$ cat config.mk
export PLATFORM = sky130hd
export DESIGN_NAME = irq_sched
export DESIGN_NICKNAME = d
export VERILOG_FILES = /design/src/rtl/irq_sched.sv
export SDC_FILE = /design/constraint.sdc
export NUM_CORES = 1
export LEC_CHECK = 0
export CORE_MARGIN = 2
export CORE_UTILIZATION = 29
export DETAILED_ROUTE_END_ITERATION = 6
export GPL_TIMING_DRIVEN = 1
export HOLD_SLACK_MARGIN = 0.03
export SYNTH_ARGS = -nofsm -noshare
export SYNTH_HDL_FRONTEND = slang
export SYNTH_SLANG_ARGS = --single-unit
$ cat constraint.sdc
create_clock -name clk -period 10.6 [get_ports clk]
set_clock_uncertainty 0.2 [all_clocks]
set_input_delay 2.12 -clock clk [delete_from_list [all_inputs] [get_ports clk]]
set_output_delay 2.12 -clock clk [all_outputs]
set_load 0.05 [all_outputs]
$ cat src/rtl/irq_sched.sv
// Interrupt scheduler: 32 IRQ lines plus a countdown timer, runtime/fixed masking,
// lowest-index-wins arbitration and a valid/ack/eoi handshake to the CPU.
module irq_sched #(
   parameter logic [31:0] MASKED_IRQ  = 32'h0000_0000,
   parameter logic [31:0] LATCHED_IRQ = 32'hffff_ffff,
   parameter bit          TIMER_EN    = 1'b1
) (
   input  logic        clk,
   input  logic        reset,
   input  logic [31:0] irq_in,
   input  logic        mask_we,
   input  logic [31:0] mask_wdata,
   output logic [31:0] mask_q,
   input  logic        timer_we,
   input  logic [31:0] timer_wdata,
   output logic [31:0] timer_q,
   output logic [31:0] irq_pending,
   output logic        irq_valid,
   output logic [4:0]  irq_id,
   input  logic        irq_ack,
   input  logic        irq_eoi,
   output logic        in_service
);

   typedef enum logic [1:0] {
      IDLE    = 2'd0,
      OFFER   = 2'd1,
      SERVICE = 2'd2
   } state_t;

   state_t      state;
   logic [31:0] pend;
   logic [31:0] irq_in_d;
   logic [31:0] set_vec;
   logic [31:0] clr_vec;
   logic [31:0] eligible;
   logic [4:0]  winner;
   logic        timer_expire;

   generate
      if (TIMER_EN) begin : g_timer
         always_ff @(posedge clk or posedge reset) begin
            if (reset) begin
               timer_q <= '0;
            end else if (timer_we) begin
               timer_q <= timer_wdata;
            end else if (timer_q != 32'd0) begin
               timer_q <= timer_q - 32'd1;
            end
         end
         // A load in the same cycle overrides the 1->0 step, so no expiry is signalled.
         assign timer_expire = !timer_we && (timer_q == 32'd1);
      end else begin : g_no_timer
         logic unused_timer;
         assign unused_timer = ^{timer_we, timer_wdata};
         assign timer_q      = '0;
         assign timer_expire = 1'b0;
      end
   endgenerate

   assign set_vec = ((LATCHED_IRQ & irq_in & ~irq_in_d) |
                     (~LATCHED_IRQ & irq_in) |
                     {31'd0, timer_expire}) & ~MASKED_IRQ;

   assign clr_vec     = (state == OFFER && irq_ack) ? (32'd1 << irq_id) : 32'd0;
   assign eligible    = pend & ~mask_q;
   assign irq_pending = pend;

   always_comb begin
      winner = '0;
      for (int i = 31; i >= 0; i--) begin
         if (eligible[i]) winner = 5'(i);
      end
   end

   always_ff @(posedge clk or posedge reset) begin
      if (reset) begin
         pend       <= '0;
         irq_in_d   <= '0;
         mask_q     <= 32'hffff_ffff;
         state      <= IDLE;
         irq_valid  <= 1'b0;
         irq_id     <= '0;
         in_service <= 1'b0;
      end else begin
         irq_in_d <= irq_in;
         // Set takes priority so an event arriving on the ack cycle is never lost.
         pend     <= (pend & ~clr_vec) | set_vec;
         if (mask_we) mask_q <= mask_wdata;

         case (state)
            IDLE: begin
               if (eligible != 32'd0) begin
                  state     <= OFFER;
                  irq_id    <= winner;
                  irq_valid <= 1'b1;
               end
            end
            OFFER: begin
               if (irq_ack) begin
                  state      <= SERVICE;
                  irq_valid  <= 1'b0;
                  in_service <= 1'b1;
               end
            end
            SERVICE: begin
               if (irq_eoi) begin
                  state      <= IDLE;
                  in_service <= 1'b0;
               end
            end
            default: begin
               state      <= IDLE;
               irq_valid  <= 1'b0;
               in_service <= 1'b0;
            end
         endcase
      end
   end

endmodule
==> results of run 1 <==
[stage by stage]
stage | worst slack, ns | std cells | instance area (um^2) | utilization [%] | hold WS [ns]
floorplan | 4.665 | 594 | 6157 | - | 0.1996
finish | 6.462 | 1096 | 9092 | 43.39 | 0.2088
CTS | 6.436 | 1094 | 9087 | 43.37 | 0.2167
global route | 6.399 | 1094 | 9087 | 43.37 | 0.2220
detailed placement | 6.334 | 1062 | 8502 | 40.57 | 0.2088
global placement | 6.329 | 1062 | 8502 | 40.57 | 0.2005
[cell type report]
type / instances / area share, %
flip-flops and latches: 137 / 38.15
multi-input cells: 400 / 27.10
repair buffers: 207 / 22.65
clock buffers: 19 / 4.981
well taps: 275 / 3.784
inverters: 43 / 1.830
clock inverters: 13 / 1.459
diodes: 2 / 0.05504
[worst paths after layout]
path                              from              to  slack [ns]  depth (start not counted)
max reg2reg                 timer_q[0]     timer_q[31]        7.69                          5
max                         mask_q[15]      mask_q[15]        6.46                          1
min in group asynchronous        reset      timer_q[7]        1.95                          2
min reg2reg                irq_in_d[4]  irq_pending[4]        0.21                          1
max in group asynchronous        reset    irq_in_d[11]        6.87                          3
min                        irq_in_d[4]  irq_pending[4]        0.21                          1
[where the power goes]
group          switching (mW)  internal, mW  leakage [nW]  total [mW]
clock network           0.249         0.341         0.275       0.590
registers              0.0693         0.593          1.49       0.662
logic                   0.340         0.187          1.78       0.527
[sequential cells by signal, summed over array words and instances, names as in the netlist]
register	flops
in_service	1
irq_id	5
irq_in_d	32
irq_pending	32
irq_valid	1
mask_q	32
state	2
timer_q	32
[layer usage]
layer / vias to the layer above / wire [um] / global-route usage [%]
met3: 23 / 1664 / 6.494
met4: 2 / 258 / 4.811
met2: 191 / 9110 / 28.97
met5: - / 13 / 0
met1: 2470 / 8390 / 22.60
li1: 2510 / - / -
[cell families after synthesis]
family	Yosys count	synth area share (%)
AND/OR/NAND/NOR	192	16.40
AO/OA/AOI/OAI	148	13.66
flip-flops	137	56.33
buffers and inverters	57	3.658
multiplexers	32	5.853
XOR/XNOR	26	3.698
adder cells (fa/ha/maj)	2	0.4064
[placed cells by master, fill, tap and decap left out, drive strengths merged, types with 17 or more instances in the layout]
cell type and n:
clkbuf 19, clkdlybuf4s50 203, o21ai 100, xnor2 17, nand2b 31, nand2 63
nor2 19, mux2 32, dfstp 32, dfrtp 105, inv 48
==> flow_metrics.tcl, run 1 <==
set metrics [dict create \
    avgRoutedWirePerCell_um 17.74 \
    timing_worst_slew_pin_value_ns 0.9047 \
    critical_path_class "flop to output pin" \
    path_max_fanout 4 \
    synthesis.nets 698 \
    fp.coreArea_um2 20960 \
    timing.critical_path.arrival_ns 1.82 \
    firstDrtPassIters 4 \
    cts.sinks 137 \
    start_kind "flop" \
    vdd_drop_max_uv 97.92 \
    max_stage_delay_cell_worst_path "sky130_fd_sc_hd__clkdlybuf4s50_1" \
    synth.area.top_cells "sky130_fd_sc_hd__dfrtp_1 (43%), sky130_fd_sc_hd__dfstp_2 (14%), sky130_fd_sc_hd__o21ai_0 (8.0%), sky130_fd_sc_hd__mux2_2 (5.9%), sky130_fd_sc_hd__nand2_1 (3.8%)" \
    ys_top_cells_by_count "sky130_fd_sc_hd__dfrtp_1 (105), sky130_fd_sc_hd__o21ai_0 (99), sky130_fd_sc_hd__nand2_1 (63)" \
    fillCellCount 2096 \
    hpwl_um 14340 \
    synth_ff_type "sky130_fd_sc_hd__dfrtp_1" \
    achievable-frequency_ghz 0.2416 \
    pin_count_of_the_biggest_net_entering_global_routing 76 \
    postCtsSetupRepairBufs 0 \
    critPathMaxStageDelay_ns 0.81 \
    postSynthRegisterBits 137 \
    synth.most_common_cell "sky130_fd_sc_hd__dfrtp_1" \
    grt_ovf 0 \
    synth_async_sr_flop_share_pct 100.0 \
    core.rowCount 53 \
    syn-instance-count 594 \
    worst_slew_margin_rel_pct 38.13 \
    cts_root_buf "sky130_fd_sc_hd__clkbuf_16" \
    yosys_warnings 0 \
    die_width_um 149.7 \
    synth_seq_area_share_pct 56.33 \
    post_cts_resized 0 \
    die_height_um 149.7 \
    gp_congestion 0.8154 \
    fp.dieArea_um2 22410 \
    critical_path.n_buffers_inverters 1 \
    worstPathRequired_ns 8.28 \
    worstPathCellList "clkdlybuf4s50_1" \
    avgSynthCellArea_um2 10.37 \
    detailroute.via_count 5196 \
    synth_top_cell_by_area "sky130_fd_sc_hd__dfrtp_1" \
    place.port_buffers 204 \
    synth.lib_cells_used.distinct 52 \
    h_tree_levels 4 \
    insertion_delay_ns 0.43 \
    power.leakage_nw 3.548 \
    drc 0 \
    seq_area_um2 3468 \
    setup_violations 0 \
    cap_violations 0 \
    netlist_area_before_placement_um2 6157 \
    rsz_0062_raised_after_global_routing "no" \
    cts_inserted_buffers 17 \
    powerDensity_nw_per_um2 195.7 \
    critical_path.endpoint_type "output pin" \
    cts_tree "yes" \
    timing.final.crit_share_pct 39.04 \
    grt_antenna_before_repair 2 \
    totalPowerFinal_mw 1.779 \
    synth_enable_flop_cells 0 \
    routed_via_count_divided_by_cell_count 4.741 \
    initial_utilization_pct 29.38 \
    syn_to_final_growth_pct 47.67 \
    slew_violations 0 \
    critical-path-top-delay-family "buffers and inverters" \
    multi_input_area_um2 2464 \
    cts_hold_repair.buffers 0 \
    drt-initial-drc-count 207 \
    post-synth-top-area-fraction_pct 42.67 \
    drt.antenna.violating_nets 0 \
    cts_max_path_buffers 2 \
    routed_wl_um 19440 \
    fraction_of_layout_instances_using_a_drive_strength_above_1_pct 13.43 \
    path_clk_slew_ns 0.06 \
    nets 910 \
    global_route_usage_over_all_layers_pct 17.87 \
    min_path_type "flop to flop" \
    io_pins 205 \
    global_route_wire_length_before_repair_um 30270 \
    result_of_the_run "complete, no violations" \
    timing.final.crit_period_ns 4.138 \
    setup-tns-final_ns 0 \
    grt_pass1_vias 5404 \
    hold_violation_total_from_the_final_report 0 \
]
Power figures use the tool's default switching activity.
==> run 2, diff against run 1 <==
==> constraint.sdc (replaced) <==
create_clock -name clk -period 3.8 [get_ports clk]
set_clock_uncertainty 0.2 [all_clocks]
set_input_delay 0.76 -clock clk [delete_from_list [all_inputs] [get_ports clk]]
set_output_delay 0.76 -clock clk [all_outputs]
set_load 0.05 [all_outputs]
==> run 2 against run 1 <==
Compared with the run above: non-clock buffer count grew 3; critical path type is now flop to flop; first-iteration DRC count grew 12%; utilization grew 0.34 points; flip-flop and latch count is the same; final cell count grew 0.18%; design area grew 0.78%; sequential share of layout area shrank 0.30 points; combinational power grew to 2.8 times the previous value; critical endpoint is now timer_q[17]; wire length shrank 2.1%; die area is the same.
==> flow_metrics.tcl, run 2 (same netlist as run 1, synthesis figures left out) <==
set metrics [dict create \
    critical_path_class "flop to flop" \
    worst_slew_margin_rel_pct 36.84 \
    drc 0 \
    hold-path-endpoint "irq_pending[17]" \
    fraction_of_layout_instances_using_a_drive_strength_above_1_pct 13.75 \
    reg2reg_setup_slack_ns 0.95 \
    insertion_delay_ns 0.41 \
    grt_antenna_before_repair 3 \
    worstPathRequired_ns 3.90 \
    routed_wl_um 19020 \
    post_cts_resized 0 \
    avgRoutedWirePerCell_um 17.32 \
    syn_to_final_growth_pct 48.83 \
    detailroute.via_count 5224 \
    die_height_um 149.7 \
    path_max_fanout 16 \
    vdd_drop_max_uv 254.2 \
    timing.critical_path.arrival_ns 2.96 \
    hp-start "irq_in_d[17]" \
    cts_tree "yes" \
    fp.coreArea_um2 20960 \
    initial_utilization_pct 29.38 \
    global_route_usage_over_all_layers_pct 17.36 \
    cts_max_path_buffers 2 \
    power.leakage_nw 3.584 \
    cts_hold_repair.buffers 0 \
    min_path_type "flop to flop" \
    powerDensity_nw_per_um2 550.4 \
    hpwl_um 14450 \
    drt.antenna.violating_nets 0 \
    setup.worst_path.start "timer_q[27]" \
    cap_violations 0 \
    result_of_the_run "complete, no violations" \
    io_pins 205 \
    timing.final.crit_share_pct 75.02 \
    detailed_place.area_um2 8548 \
    rsz_0062_raised_after_global_routing "no" \
    worstHoldPathCells 1 \
    cts_root_buf "sky130_fd_sc_hd__clkbuf_16" \
    worst_hold_slack_ns 0.2133 \
    cts_inserted_buffers 17 \
    postCtsSetupRepairBufs 0 \
    pin_count_of_the_biggest_net_entering_global_routing 51 \
    timing_worst_slew_pin_value_ns 0.9235 \
    finalInstanceArea_um2 9164 \
    place.port_buffers 204 \
    mostFrequentLayoutCells "sky130_fd_sc_hd__clkdlybuf4s50_1 (203), sky130_fd_sc_hd__dfrtp_1 (105), sky130_fd_sc_hd__o21ai_0 (99)" \
    layout_commonest_cell "sky130_fd_sc_hd__clkdlybuf4s50_1" \
    core.rowCount 53 \
    global_route_wire_length_before_repair_um 29390 \
    hold_violation_total_from_the_final_report 0 \
    firstDrtPassIters 4 \
    gp_congestion 0.8854 \
    cts.sinks 137 \
    drt-initial-drc-count 231 \
    fp.dieArea_um2 22410 \
    nets 913 \
    timing.final.crit_period_ns 2.851 \
    start_kind "flop" \
    worstReg2RegStart "timer_q[27]" \
    path_clk_slew_ns 0.06 \
    die_width_um 149.7 \
    critical_path.endpoint_type "flop" \
    slew_violations 0 \
    h_tree_levels 4 \
    grt_ovf 0 \
    final_core_utilization_pct 43.73 \
    reg2regPathDepth 7 \
    setup-tns-final_ns 0 \
    routed_via_count_divided_by_cell_count 4.758 \
    achievable-frequency_ghz 0.3508 \
    setup_violations 0 \
    r2r-end "timer_q[17]" \
    grt_pass1_vias 5308 \
]
-- run 2: final cells by class --
class                   instances  area (um^2)
fillers                      2046        11790
flip-flops and latches        137         3468
multi-input cells             400         2464
repair buffers                210         2107
clock buffers                  17        425.4
well taps                     275        344.1
clock inverters                15        187.7
inverters                      43        165.2
diodes                          1        2.502
-- run 2: critical path, cell delays in order (launching register included) --
cell and delay [ns]:
sky130_fd_sc_hd__dfrtp_1 0.41, sky130_fd_sc_hd__nor4_1 0.45, sky130_fd_sc_hd__or4b_1 0.58, sky130_fd_sc_hd__nor4_2 0.29, sky130_fd_sc_hd__buf_4 0.26, sky130_fd_sc_hd__or2_2 0.31
sky130_fd_sc_hd__a21oi_1 0.07, sky130_fd_sc_hd__a21o_1 0.16
-- run 2: how the worst max path moves through the flow --
| stage | endpoint | slack, ns | cells past startpoint |
|---|---|---|---|
| final | timer_q[17] | 0.95 | 7 |
| after global routing | timer_q[17] | 0.72 | 7 |
| after CTS | timer_q[17] | 0.95 | 7 |
| after detailed placement | timer_q[31] | 0.97 | 5 |
| after global placement | timer_q[17] | 1.00 | 7 |
| after floorplan | timer_q[31] | 0.82 | 7 |
-- run 2: per-stage QoR --
step	std cells	power, mW	setup WS, ns
after detailed placement	1065	3.344	0.9681
after global placement	1065	3.336	1.003
after floorplan	594	2.732	0.8240
final	1098	5.044	0.9493
after CTS	1097	5.100	0.9468
after global routing	1097	5.288	0.7170
-- run 2: power breakdown --
part           internal [mW]  leakage [nW]  switching [mW]
clock                   1.05         0.292           0.685
sequential              1.65          1.49           0.183
combinational          0.526          1.80           0.949
total                   3.23          3.58            1.82
-- run 2: metal layers --
layer  wire, um  vias to the layer above  GRT usage, %  part of all wire, %
met2       8904                      187         28.05                   47
met4        238                        2         4.623                  1.3
met5         13                        -             0                0.068
met1       8222                     2502         21.94                   43
met3       1643                       17         6.494                  8.6
li1           -                     2516             -                    -
==> run 3, diff against run 2 <==
==> constraint.sdc (replaced) <==
create_clock -name clk -period 2.6 [get_ports clk]
set_clock_uncertainty 0.2 [all_clocks]
set_input_delay 0.52 -clock clk [delete_from_list [all_inputs] [get_ports clk]]
set_output_delay 0.52 -clock clk [all_outputs]
set_load 0.05 [all_outputs]
==> run 3 against run 2 <==
Compared with the run above: the run now ends with negative setup slack left; die area unchanged; fmax grew 8.5%; flip-flop and latch count is the same; hold slack lost 0.0019 ns; via count up 1.3%; worst setup slack got worse by 0.98 ns; clock power grew 50%; count of clock-buffer cells in the layout is 1 higher; wire length up 2.3%; sequential power grew 46%; critical path depth shrank 2; register-to-register slack worse by 0.98 ns; largest cell class unchanged.
==> flow_metrics.tcl, run 3 (same netlist as run 1, synthesis figures left out) <==
set metrics [dict create \
    core.rowCount 53 \
    insertion_delay_ns 0.41 \
    h_tree_levels 4 \
    cts_max_path_buffers 2 \
    timing_worst_slew_pin_value_ns 0.5884 \
    crit_top_cell "sky130_fd_sc_hd__or4_4" \
    critical-path-top-delay-family "simple AND/OR/NAND/NOR gates" \
    finalInstanceArea_um2 9399 \
    setup_violations 1 \
    cap_violations 0 \
    nets 937 \
    grt_pass1_vias 5398 \
    cts_root_buf "sky130_fd_sc_hd__clkbuf_16" \
    achievable-frequency_ghz 0.3807 \
    firstDrtPassIters 4 \
    seq_area_um2 3476 \
    avgRoutedWirePerCell_um 17.35 \
    postCtsSetupRepairBufs 0 \
    fraction_of_layout_instances_using_a_drive_strength_above_1_pct 17.61 \
    final_core_utilization_pct 44.85 \
    grt_antenna_before_repair 3 \
    drc 0 \
    pin_count_of_the_biggest_net_entering_global_routing 71 \
    vdd_drop_max_uv 378.9 \
    start_kind "flop" \
    layout_commonest_cell "sky130_fd_sc_hd__clkdlybuf4s50_1" \
    powerDensity_nw_per_um2 798.1 \
    fp.coreArea_um2 20960 \
    fin_cells 1122 \
    power.leakage_nw 3.730 \
    initial_utilization_pct 29.38 \
    global_route_wire_length_before_repair_um 30280 \
    critical_path_class "flop to flop" \
    numPlacedInstances 1089 \
    drt.antenna.violating_nets 0 \
    cts_hold_repair.buffers 0 \
    multi_input_area_um2 2501 \
    place.port_buffers 204 \
    detailed_place.area_um2 8758 \
    rsz_0062_raised_after_global_routing "yes" \
    timing.critical_path.arrival_ns 2.75 \
    io_pins 205 \
    cts.sinks 137 \
    detailroute.via_count 5292 \
    syn_to_final_growth_pct 52.65 \
    setup-tns-final_ns -0.02671 \
    cts_tree "yes" \
    path_max_fanout 9 \
    worst_slew_margin_rel_pct 60.65 \
    fillCellCount 2067 \
    die_height_um 149.7 \
    fp.dieArea_um2 22410 \
    timing.final.crit_period_ns 2.627 \
    drt-initial-drc-count 212 \
    hpwl_um 14910 \
    result_of_the_run "finished, violations left" \
    grt_ovf 0 \
    critPathMaxStageDelay_ns 0.53 \
    routed_wl_um 19460 \
    worstPathCellList "or4_4, or3_4, or4_4, or4_1, o211ai_1" \
    cts_inserted_buffers 17 \
    hold_violation_total_from_the_final_report 0 \
    path_clk_slew_ns 0.06 \
    finalWorstSetupSlack_ns -0.02671 \
    min_path_type "flop to flop" \
    slew_violations 0 \
    timing.final.crit_share_pct 101.0 \
    mostFrequentLayoutCells "sky130_fd_sc_hd__clkdlybuf4s50_1 (201), sky130_fd_sc_hd__o21ai_0 (99), sky130_fd_sc_hd__dfrtp_1 (99)" \
    violations_in_the_final_reports "negative setup slack" \
    routed_via_count_divided_by_cell_count 4.717 \
    global_route_usage_over_all_layers_pct 17.85 \
    die_width_um 149.7 \
    critical_path.endpoint_type "flop" \
    max_stage_delay_cell_worst_path "sky130_fd_sc_hd__or4_4" \
    critical_path.n_buffers_inverters 0 \
    totalPowerFinal_mw 7.502 \
    gp_congestion 0.8634 \
    worstPathRequired_ns 2.73 \
]
==> run 3: worst reg2reg max path, stage by stage, from the launching register on <==
cell and delay, ns:
sky130_fd_sc_hd__dfrtp_2 0.40, sky130_fd_sc_hd__or4_4 0.53, sky130_fd_sc_hd__or3_4 0.34, sky130_fd_sc_hd__or4_4 0.49, sky130_fd_sc_hd__or4_1 0.41, sky130_fd_sc_hd__o211ai_1 0.17
==> run 3: final timing paths <==
kind,start,to,slack (ns),cells past startpoint
max,timer_q[3],timer_q[31],-0.03,5
min,irq_in_d[14],irq_pending[14],0.21,1
max reg2reg,timer_q[3],timer_q[31],-0.03,5
min reg2reg,irq_in_d[14],irq_pending[14],0.21,1
max in group asynchronous,reset,mask_q[9],1.23,3
min in group asynchronous,reset,timer_q[17],0.24,2
==> run 3: metrics by stage <==
step | setup slack (ns) | hold slack [ns]
floorplan | -0.2799 | 0.1996
global placement | -0.02659 | 0.2017
detailed placement | -0.04610 | 0.2072
CTS | -0.02977 | 0.2156
global route | -0.07084 | 0.2283
finish | -0.02671 | 0.2115
==> run 3: repair_timing <==
| action | 4_1_cts | 5_1_grt |
|---|---|---|
| resized for setup | 3 | 1 |
| cloned | 0 | 0 |
| endpoints found under the setup margin | 2 | 18 |
==> run 3: layout make-up <==
cell class	count	share of cell area, %
repair buffers	234	24.29
multi-input cells	400	26.61
well taps	275	3.661
diodes	1	0.02662
flip-flops and latches	137	36.98
inverters	43	1.757
clock inverters	14	2.103
clock buffers	18	4.566
==> run 3: layer usage <==
layer	routed length, um	GRT usage [%]
met2	8883	28.00
met5	0	0
met1	8703	23.32
met4	314	5.330
met3	1561	6.250
==> run 3: power by group <==
part	switching, mW	internal [mW]
registers	0.263	2.42
clock network	0.975	1.61
logic	1.41	0.815
total	2.65	4.85
